$ cat config.mk
export PLATFORM = sky130hd
export DESIGN_NAME = memory_arbiter
export DESIGN_NICKNAME = d
export VERILOG_FILES = /design/src/rtl/memory_pkg.sv /design/src/rtl/round_robin_picker.sv /design/src/rtl/memory_arbiter.sv
export SDC_FILE = /design/constraint.sdc
export NUM_CORES = 1
export LEC_CHECK = 0
export CAP_MARGIN = 15
export CORE_ASPECT_RATIO = 0.7
export CORE_MARGIN = 2
export CORE_UTILIZATION = 37
export CTS_BUF_LIST = sky130_fd_sc_hd__clkbuf_4 sky130_fd_sc_hd__clkbuf_8 sky130_fd_sc_hd__clkbuf_16
export DETAILED_ROUTE_END_ITERATION = 12
export HOLD_SLACK_MARGIN = 0.15
export PLACE_DENSITY = 0.76
export RECOVER_POWER = 25
export SLEW_MARGIN = 10
export SYNTH_ARGS = -nofsm -noshare
export SYNTH_HDL_FRONTEND = slang
export SYNTH_SLANG_ARGS = --single-unit
$ cat constraint.sdc
create_clock -name CLK -period 4.7 [get_ports CLK]
set_clock_uncertainty 0.2 [all_clocks]
set_input_delay 0.94 -clock CLK [delete_from_list [all_inputs] [get_ports CLK]]
set_output_delay 0.94 -clock CLK [all_outputs]
set_load 0.05 [all_outputs]
$ cat src/rtl/memory_pkg.sv
// memory_pkg: shared constants for the memory arbiter FSM, port ids and data widths.
package memory_pkg;
    localparam int DATA_WIDTH = 32;
    localparam int MASK_WIDTH = 4;
    localparam logic [1:0] S_IDLE      = 2'd0;
    localparam logic [1:0] S_ACCESS    = 2'd1;
    localparam logic [1:0] S_WAIT_READ = 2'd2;
    localparam logic k_port_fetch = 1'b0;
    localparam logic k_port_data  = 1'b1;
endpackage

$ cat src/rtl/round_robin_picker.sv
// round_robin_picker: two-way round-robin choice; choice[0] = fetch, choice[1] = data.
module round_robin_picker
    import memory_pkg::*;
(
    input  logic       fetch_request,
    input  logic       data_request,
    input  logic       last_winner,
    output logic [1:0] choice
);
    logic pick_fetch;
    always_comb begin
        pick_fetch = fetch_request && (!data_request || last_winner == k_port_data);
        choice = {data_request && !pick_fetch, pick_fetch};
    end
endmodule

$ cat src/rtl/memory_arbiter.sv
// memory_arbiter: shares one synchronous-read RAM between fetch and data ports.
module memory_arbiter
    import memory_pkg::*;
#(
    parameter int ADDR_WIDTH = 32
) (
    input  logic                  CLK,
    input  logic                  reset,
    input  logic                  fetch_request,
    input  logic [ADDR_WIDTH-1:0] fetch_address,
    output logic                  fetch_grant,
    output logic [DATA_WIDTH-1:0] fetch_read_data,
    output logic                  fetch_read_valid,
    input  logic                  data_request,
    input  logic [ADDR_WIDTH-1:0] data_address,
    input  logic                  data_write_enable,
    input  logic [DATA_WIDTH-1:0] data_write_data,
    input  logic [MASK_WIDTH-1:0] data_write_mask,
    output logic                  data_grant,
    output logic [DATA_WIDTH-1:0] data_read_data,
    output logic                  data_read_valid,
    output logic [ADDR_WIDTH-1:0] memory_address,
    output logic                  memory_read_strobe,
    output logic [DATA_WIDTH-1:0] memory_write_data,
    output logic [MASK_WIDTH-1:0] memory_write_mask,
    input  logic [DATA_WIDTH-1:0] memory_read_data
);
    logic [1:0]            state;
    logic                  last_winner;
    logic                  port;
    logic                  write_q;
    logic [ADDR_WIDTH-1:0] address_q;
    logic [DATA_WIDTH-1:0] write_data_q;
    logic [MASK_WIDTH-1:0] write_mask_q;
    logic [1:0]            choice;
    logic                  access;

    round_robin_picker picker (
        .fetch_request(fetch_request),
        .data_request (data_request),
        .last_winner  (last_winner),
        .choice       (choice)
    );

    always_ff @(posedge CLK or posedge reset) begin
        if (reset) begin
            state            <= S_IDLE;
            last_winner      <= k_port_data;
            port             <= k_port_fetch;
            write_q          <= 1'b0;
            address_q        <= '0;
            write_data_q     <= '0;
            write_mask_q     <= '0;
            fetch_read_data  <= '0;
            data_read_data   <= '0;
            fetch_read_valid <= 1'b0;
            data_read_valid  <= 1'b0;
        end else begin
            fetch_read_valid <= 1'b0;
            data_read_valid  <= 1'b0;
            if (state == S_IDLE) begin
                if (|choice) begin
                    state       <= S_ACCESS;
                    port        <= choice[1] ? k_port_data : k_port_fetch;
                    last_winner <= choice[1] ? k_port_data : k_port_fetch;
                    address_q   <= choice[1] ? data_address : fetch_address;
                    write_q     <= choice[1] && data_write_enable;
                    // Write fields only change on a data win so memory_write_data keeps its last value.
                    if (choice[1]) begin
                        write_data_q <= data_write_data;
                        write_mask_q <= data_write_mask;
                    end
                end
            end else if (state == S_ACCESS) begin
                state <= write_q ? S_IDLE : S_WAIT_READ;
            end else if (state == S_WAIT_READ) begin
                state <= S_IDLE;
                if (port == k_port_fetch) begin
                    fetch_read_data  <= memory_read_data;
                    fetch_read_valid <= 1'b1;
                end else begin
                    data_read_data  <= memory_read_data;
                    data_read_valid <= 1'b1;
                end
            end else begin
                state <= S_IDLE;
            end
        end
    end

    always_comb begin
        access             = state == S_ACCESS;
        fetch_grant        = access && port == k_port_fetch;
        data_grant         = access && port == k_port_data;
        memory_address     = address_q;
        memory_write_data  = write_data_q;
        memory_read_strobe = access && !write_q;
        memory_write_mask  = (access && write_q) ? write_mask_q : '0;
    end
endmodule

==> flow_summary_export.csv, run 1 <==
group,metric,value,unit
route,wl_per_cell,17.9,µm
route,viasPerCell,4.69,
run_status,violations,"max-capacitance violations, max-slew violations",
place,dp_slack,1.43,ns
logic_synthesis,ys_top_cells_by_count,"dfrtp_1, mux2_2, mux2_4",
global_routing,grt_pass1_vias,4403,
route,wl_met1,5990,µm
route,final_antenna_net_count,0,
critical_path,max_stage_delay,1.14,ns
logic_synthesis,synthesis.area,5900,µm²
timing,setup_tns,0,ns
logic_synthesis,yosysTopAreaCellShare,58.5,%
floorplanning,core_area,15500,µm²
clock_tree,cts_tree,"done",
clock_tree,clkTransAtPathRegs,0.06,ns
route,routed_wl,15000,µm
global_routing,gr-total-overflow,0,
logic_synthesis,post_synth_inst_count,342,
place,gp_congestion,0.768,
critical_path,cp_max_fo,55,
route,highest_layer,"met4",
layout,syn2layout_area_growth,58.2,%
floorplanning,die-height,110,µm
job,max_cap_violations,2,
clock_tree,post_cts_resized,0,
timing,timing.final.ws_setup,1.28,ns
timing,finalSetupViolations,0,
critical_path,crit_family,"buffers and inverters",
logic_synthesis,synth.most_common_cell,"dfrtp_1",
power_and_ir_drop,p_total,0.00820,W
global_routing,grt_usage,18.1,%
logic_synthesis,synth_fp_nets,479,
logic_synthesis,syn_avg_cell_area,17.2,µm²
place,dpl.hpwl,10900,µm
floorplanning,std_cell_rows,38,
power_and_ir_drop,p_leak,4.02,nW
timing,tightest_slew,2.00,ns
route,dr_wl_met2,7510,µm
floorplanning,initial_utilization,37.9,%
layout,layout-drive-gt1-share,32.0,%
critical_path,crit_arrival,3.50,ns
clock_tree,clk_path_buf_depth,2,
timing,slew_headroom,-33.6,%
layout,antenna_cells,0,
clock_tree,cts_root_buf,"clkbuf_16",
route,via_count,3928,
clock_tree,htreeDepth,4,
route,wl_met3,1260,µm
critical_path,endpoint_kind,"asynchronous set/reset pin",
route,drcViolationCount,0,
clock_tree,postCtsSetupBuffers,0,
layout,layout.nets,761,
critical_path,start_kind,"input port",
clock_tree,clk_latency,0.41,ns
logic_synthesis,synth_ff_type,"dfrtp_1",
run_status,outcome,"finished, violations left",
clock_tree,cts_hold_buf,0,
logic_synthesis,ys_seq_area_share,59.0,%
logic_synthesis,synth_top_area_cell,"dfrtp_1",
timing,hold_viol,0,
floorplanning,ios,274,
logic_synthesis,synthTopCellsByArea,"dfrtp_1, mux2_2, mux2_4",
critical_path,crit_slowest_cell,"clkbuf_2",
logic_synthesis,yosys_register_bits,139,
clock_tree,clock_sinks,139,
timing,period_minus_slack,3.42,ns
timing,rsz0062_at_grt,"no",
global_routing,antenna_found_initial,0,
route,first_pass_iters,6,
floorplanning,die_x,155,µm
timing,post-route-period-util,72.7,%
hold_path,hp-class,"reg2reg",
critical_path,path_buf_inv,3,
logic_synthesis,synth_edf_count,0,
global_routing,grt_pass1_wl,23500,µm
power_and_ir_drop,ir_worst_vdd,0.000469,V
route,drt_iter0_drc,161,
logic_synthesis,ys_warn_count,0,
timing,fmaxAchievable,293,MHz
power_and_ir_drop,powerDensity,878,nW/µm²
critical_path,path_cells,"dlygate4sd3_1 > clkinvlp_2 > clkbuf_2",
critical_path,required,4.79,ns
timing,drv_slew,68,
global_routing,grt_max_degree,56,
logic_synthesis,synth_cell_types,24,
critical_path,critPathKind,"in2async",
logic_synthesis,ys_async_sr_fraction,100,%
place,port_buffers,273,
clock_tree,cts_buffers,17,
floorplanning,die_area,17000,µm²
==> cell type report <==
type | count | area (µm²)
clock buffer | 18 | 439
fill | 1226 | 6210
tap | 200 | 250
multi-input combinational | 183 | 2230
clock inverter | 14 | 145
inverter | 3 | 12.5
timing repair buffer | 280 | 2780
sequential | 139 | 3480
==> path summary, 6_finish.rpt <==
kind	from	endpoint	slack [ns]	cells past startpoint
worst max-delay path	reset	data_read_data[24]$_DFFE_PP0P_	1.28	3
min in group asynchronous	reset	data_read_data[26]$_DFFE_PP0P_	1.08	2
max in group CLK	state[0]$_DFFE_PP0P_	memory_write_mask[1]	1.34	3
worst min register to register	data_read_data[25]$_DFFE_PP0P_	data_read_data[25]$_DFFE_PP0P_	0.30	1
worst max register to register	state[1]$_DFFE_PP0P_	fetch_read_data[17]$_DFFE_PP0P_	1.74	3
worst min-delay path	data_read_data[25]$_DFFE_PP0P_	data_read_data[25]$_DFFE_PP0P_	0.30	1
==> logic make-up (layout without fill, tap and decap cells) <==
kind of cell	after synthesis	count (layout)	share of synthesized area, %
buffers and inverters	20	315	3.12
AO/OA/AOI/OAI	5	5	0.721
AND/OR/NAND/NOR	14	14	1.61
flip-flops	139	139	59.0
multiplexers	164	164	35.6
==> sequential cells by signal, indices dropped and copies added (netlist names), 2 cells and up <==
name               flops
data_read_data        32
fetch_read_data       32
memory_write_data     32
state                  2
write_mask_q           4
memory_address        32
==> cells in the final DEF (no fill, tap or decap), types with 2 or more instances in the layout <==
cell,synthesis,final
buf_4,8,4
clkinvlp_4,0,4
dfrtp_1,138,138
and3_1,4,4
mux2_1,2,3
inv_6,0,2
bufinv_16,0,2
mux2_2,95,94
nor2_1,4,4
clkinv_2,0,4
clkdlybuf4s50_1,0,272
clkinv_4,0,2
a21o_1,2,2
clkbuf_1,0,2
mux2_4,67,67
clkbuf_16,0,17
==> routing by layer <==
| metal | vias up | GRT usage [%] |
|---|---|---|
| met4 | 0 | 6.48 |
| met3 | 21 | 7.33 |
| met5 | - | 0 |
| met2 | 158 | 30.9 |
| li1 | 1783 | - |
| met1 | 1966 | 21.0 |
==> where the power goes <==
part / switching (W) / internal, W
registers: 0.000354 / 0.00182
logic: 0.00285 / 0.00186
clock network: 0.000522 / 0.000795
total: 0.00373 / 0.00447
==> metrics by stage <==
stage | hold slack, ns | cell area [µm²] | util [%] | std cells
2_1_floorplan | 0.273 | 5900 | - | 342
3_3_place_gp | 0.271 | 8780 | 56.5 | 805
3_5_place_dp | 0.289 | 8780 | 56.5 | 805
4_1_cts | 0.304 | 9370 | 60.3 | 837
5_1_grt | 0.321 | 9330 | 60.0 | 837
6_report | 0.300 | 9330 | 60.0 | 837
(Power assumes the default switching activity.)
==> run 2: changes to the inputs <==
==> constraint.sdc (replaced) <==
create_clock -name CLK -period 2.9 [get_ports CLK]
set_clock_uncertainty 0.2 [all_clocks]
set_input_delay 0.58 -clock CLK [delete_from_list [all_inputs] [get_ports CLK]]
set_output_delay 0.58 -clock CLK [all_outputs]
set_load 0.05 [all_outputs]
==> flow_summary_export.csv, run 2 (same netlist as run 1, synthesis figures left out) <==
group,metric,value,unit
run_status,outcome,"finished, violations left",
run_status,violations,"max-capacitance violations, max-slew violations",
route,viasPerCell,4.69,
route,drt_iter0_drc,107,
timing,slew_headroom,-11.9,%
layout,mostFrequentLayoutCells,"clkdlybuf4s50_1, dfrtp_1, mux2_2",
critical_path,reg2reg_from,"last_winner$_DFFE_PP1P_",
critical_path,path_cells,"nand2b_1 > nor2_1 > dlymetal6s2s_1",
timing,finalSetupViolations,0,
critical_path,crit_arrival,1.68,ns
clock_tree,clkTransAtPathRegs,0.06,ns
layout,layout.nets,763,
floorplanning,die_area,17000,µm²
timing,setup_tns,0,ns
critical_path,crit_end,"memory_read_strobe",
layout,layout-drive-gt1-share,33.6,%
clock_tree,htreeDepth,4,
clock_tree,cts_buffers,17,
timing,drv_slew,141,
critical_path,worstReg2RegEnd,"memory_address[31]$_DFFE_PP0P_",
global_routing,grt_pass1_vias,4476,
place,dpl.hpwl,10600,µm
layout,antenna_cells,0,
route,drcViolationCount,0,
critical_path,critPathKind,"reg2out",
global_routing,grt_usage,18.0,%
job,max_cap_violations,2,
floorplanning,die-height,110,µm
critical_path,required,2.12,ns
timing,period_minus_slack,2.46,ns
critical_path,path_buf_inv,1,
critical_path,endpoint_kind,"output port",
power_and_ir_drop,p_total,0.0135,W
critical_path,max_stage_delay,0.46,ns
critical_path,critical_path.startpoint,"state[1]$_DFFE_PP0P_",
timing,hold_viol,0,
critical_path,reg2reg_slack,0.80,ns
global_routing,gr-total-overflow,0,
critical_path,start_kind,"flip-flop",
layout,layout_commonest_cell,"clkdlybuf4s50_1",
timing,tightest_slew,1.68,ns
route,via_count,3934,
power_and_ir_drop,ir_worst_vdd,0.000748,V
critical_path,r2r_cells,4,
clock_tree,clk_path_buf_depth,2,
floorplanning,ios,274,
floorplanning,initial_utilization,37.9,%
route,wl_per_cell,17.7,µm
timing,fmaxAchievable,406,MHz
layout,postLayoutCoreUtil,60.6,%
place,gp_congestion,0.797,
power_and_ir_drop,p_leak,4.11,nW
clock_tree,cts_root_buf,"clkbuf_16",
power_and_ir_drop,powerDensity,1430,nW/µm²
floorplanning,die_x,155,µm
route,routed_wl,14800,µm
floorplanning,std_cell_rows,38,
floorplanning,core_area,15500,µm²
global_routing,grt_pass1_wl,23500,µm
timing,post-route-period-util,85.0,%
hold_path,hp-class,"reg2reg",
critical_path,crit_family,"flip-flops",
clock_tree,clk_latency,0.41,ns
global_routing,grt_max_degree,77,
clock_tree,cts_tree,"done",
place,port_buffers,273,
route,first_pass_iters,4,
global_routing,antenna_found_initial,0,
critical_path,cp_max_fo,6,
critical_path,path_depth,3,
route,final_antenna_net_count,0,
timing,rsz0062_at_grt,"no",
layout,syn2layout_area_growth,59.7,%
hold_path,min_delay_path_depth,1,
critical_path,crit_slowest_cell,"dfrtp_1",
layout,fillCellCount,1170,
clock_tree,clock_sinks,139,
==> run 2: cell types whose count changed in the layout (fill, tap and decap cells not counted), sizes merged <==
cell,before,now
dlymetal6s2s,0,2
clkinv,6,4
clkdlybuf4s50,272,266
buf,4,13
clkinvlp,5,4
bufinv,2,4
dlygate4sd3,1,0
inv,4,5
clkbuf,21,19
==> run 2: metrics by stage <==
stage | setup slack, ns | hold slack, ns | instances | area, µm²
6_report | 0.436 | 0.285 | 839 | 9420
5_1_grt | 0.167 | 0.316 | 839 | 9420
4_1_cts | 0.0154 | 0.288 | 839 | 9450
3_5_place_dp | 0.222 | 0.275 | 807 | 8820
3_3_place_gp | 0.268 | 0.270 | 807 | 8820
2_1_floorplan | 0.386 | 0.273 | 342 | 5900
==> run 2: worst min path at each step <==
stage,start,end,slack [ns]
after floorplan,write_mask_q[0]$_DFFE_PP0P_,write_mask_q[0]$_DFFE_PP0P_,0.27
after global placement,fetch_read_data[18]$_DFFE_PP0P_,fetch_read_data[18]$_DFFE_PP0P_,0.27
after detailed placement,fetch_read_data[18]$_DFFE_PP0P_,fetch_read_data[18]$_DFFE_PP0P_,0.27
after CTS,fetch_read_data[18]$_DFFE_PP0P_,fetch_read_data[18]$_DFFE_PP0P_,0.29
after global routing,write_mask_q[0]$_DFFE_PP0P_,write_mask_q[0]$_DFFE_PP0P_,0.32
final,fetch_read_data[18]$_DFFE_PP0P_,fetch_read_data[18]$_DFFE_PP0P_,0.28
==> run 2: layout make-up <==
| cell class | count | area [µm²] | share of cell area [%] |
|---|---|---|---|
| repair buffers | 282 | 2810 | 29.8 |
| clock inverters | 14 | 193 | 2.04 |
| flip-flops and latches | 139 | 3480 | 36.9 |
| inverters | 3 | 12.5 | 0.133 |
| multi-input cells | 183 | 2240 | 23.8 |
| well taps | 200 | 250 | 2.66 |
| clock buffers | 18 | 433 | 4.59 |
==> run 2: power breakdown <==
group          internal [W]  switching (W)
registers           0.00294       0.000568
logic               0.00304        0.00462
clock network       0.00145       0.000845
==> run 2: repair_timing <==
action / 4_1_cts / 5_1_grt
hold endpoints to repair: 0 / 0
hold buffers: 0 / 0
setup endpoints to repair: 0 / 2
setup buffers: 0 / 0
resized for setup: 0 / 2
==> run 2: worst reg2reg max path, cell delays in order, from the launching register on <==
cell     delay (ns)
dfstp_2        0.54
a21bo_2        0.36
buf_12         0.27
mux2_2         0.36
mux2_2         0.26
==> run 2: metal layers <==
| metal | global-route usage (%) | vias up | routed length [µm] |
|---|---|---|---|
| li1 | - | 1797 | - |
| met1 | 21.0 | 1979 | 6200 |
| met2 | 30.4 | 143 | 7360 |
| met3 | 7.25 | 15 | 1120 |
| met4 | 6.35 | 0 | 172 |
| met5 | 0 | - | 0 |
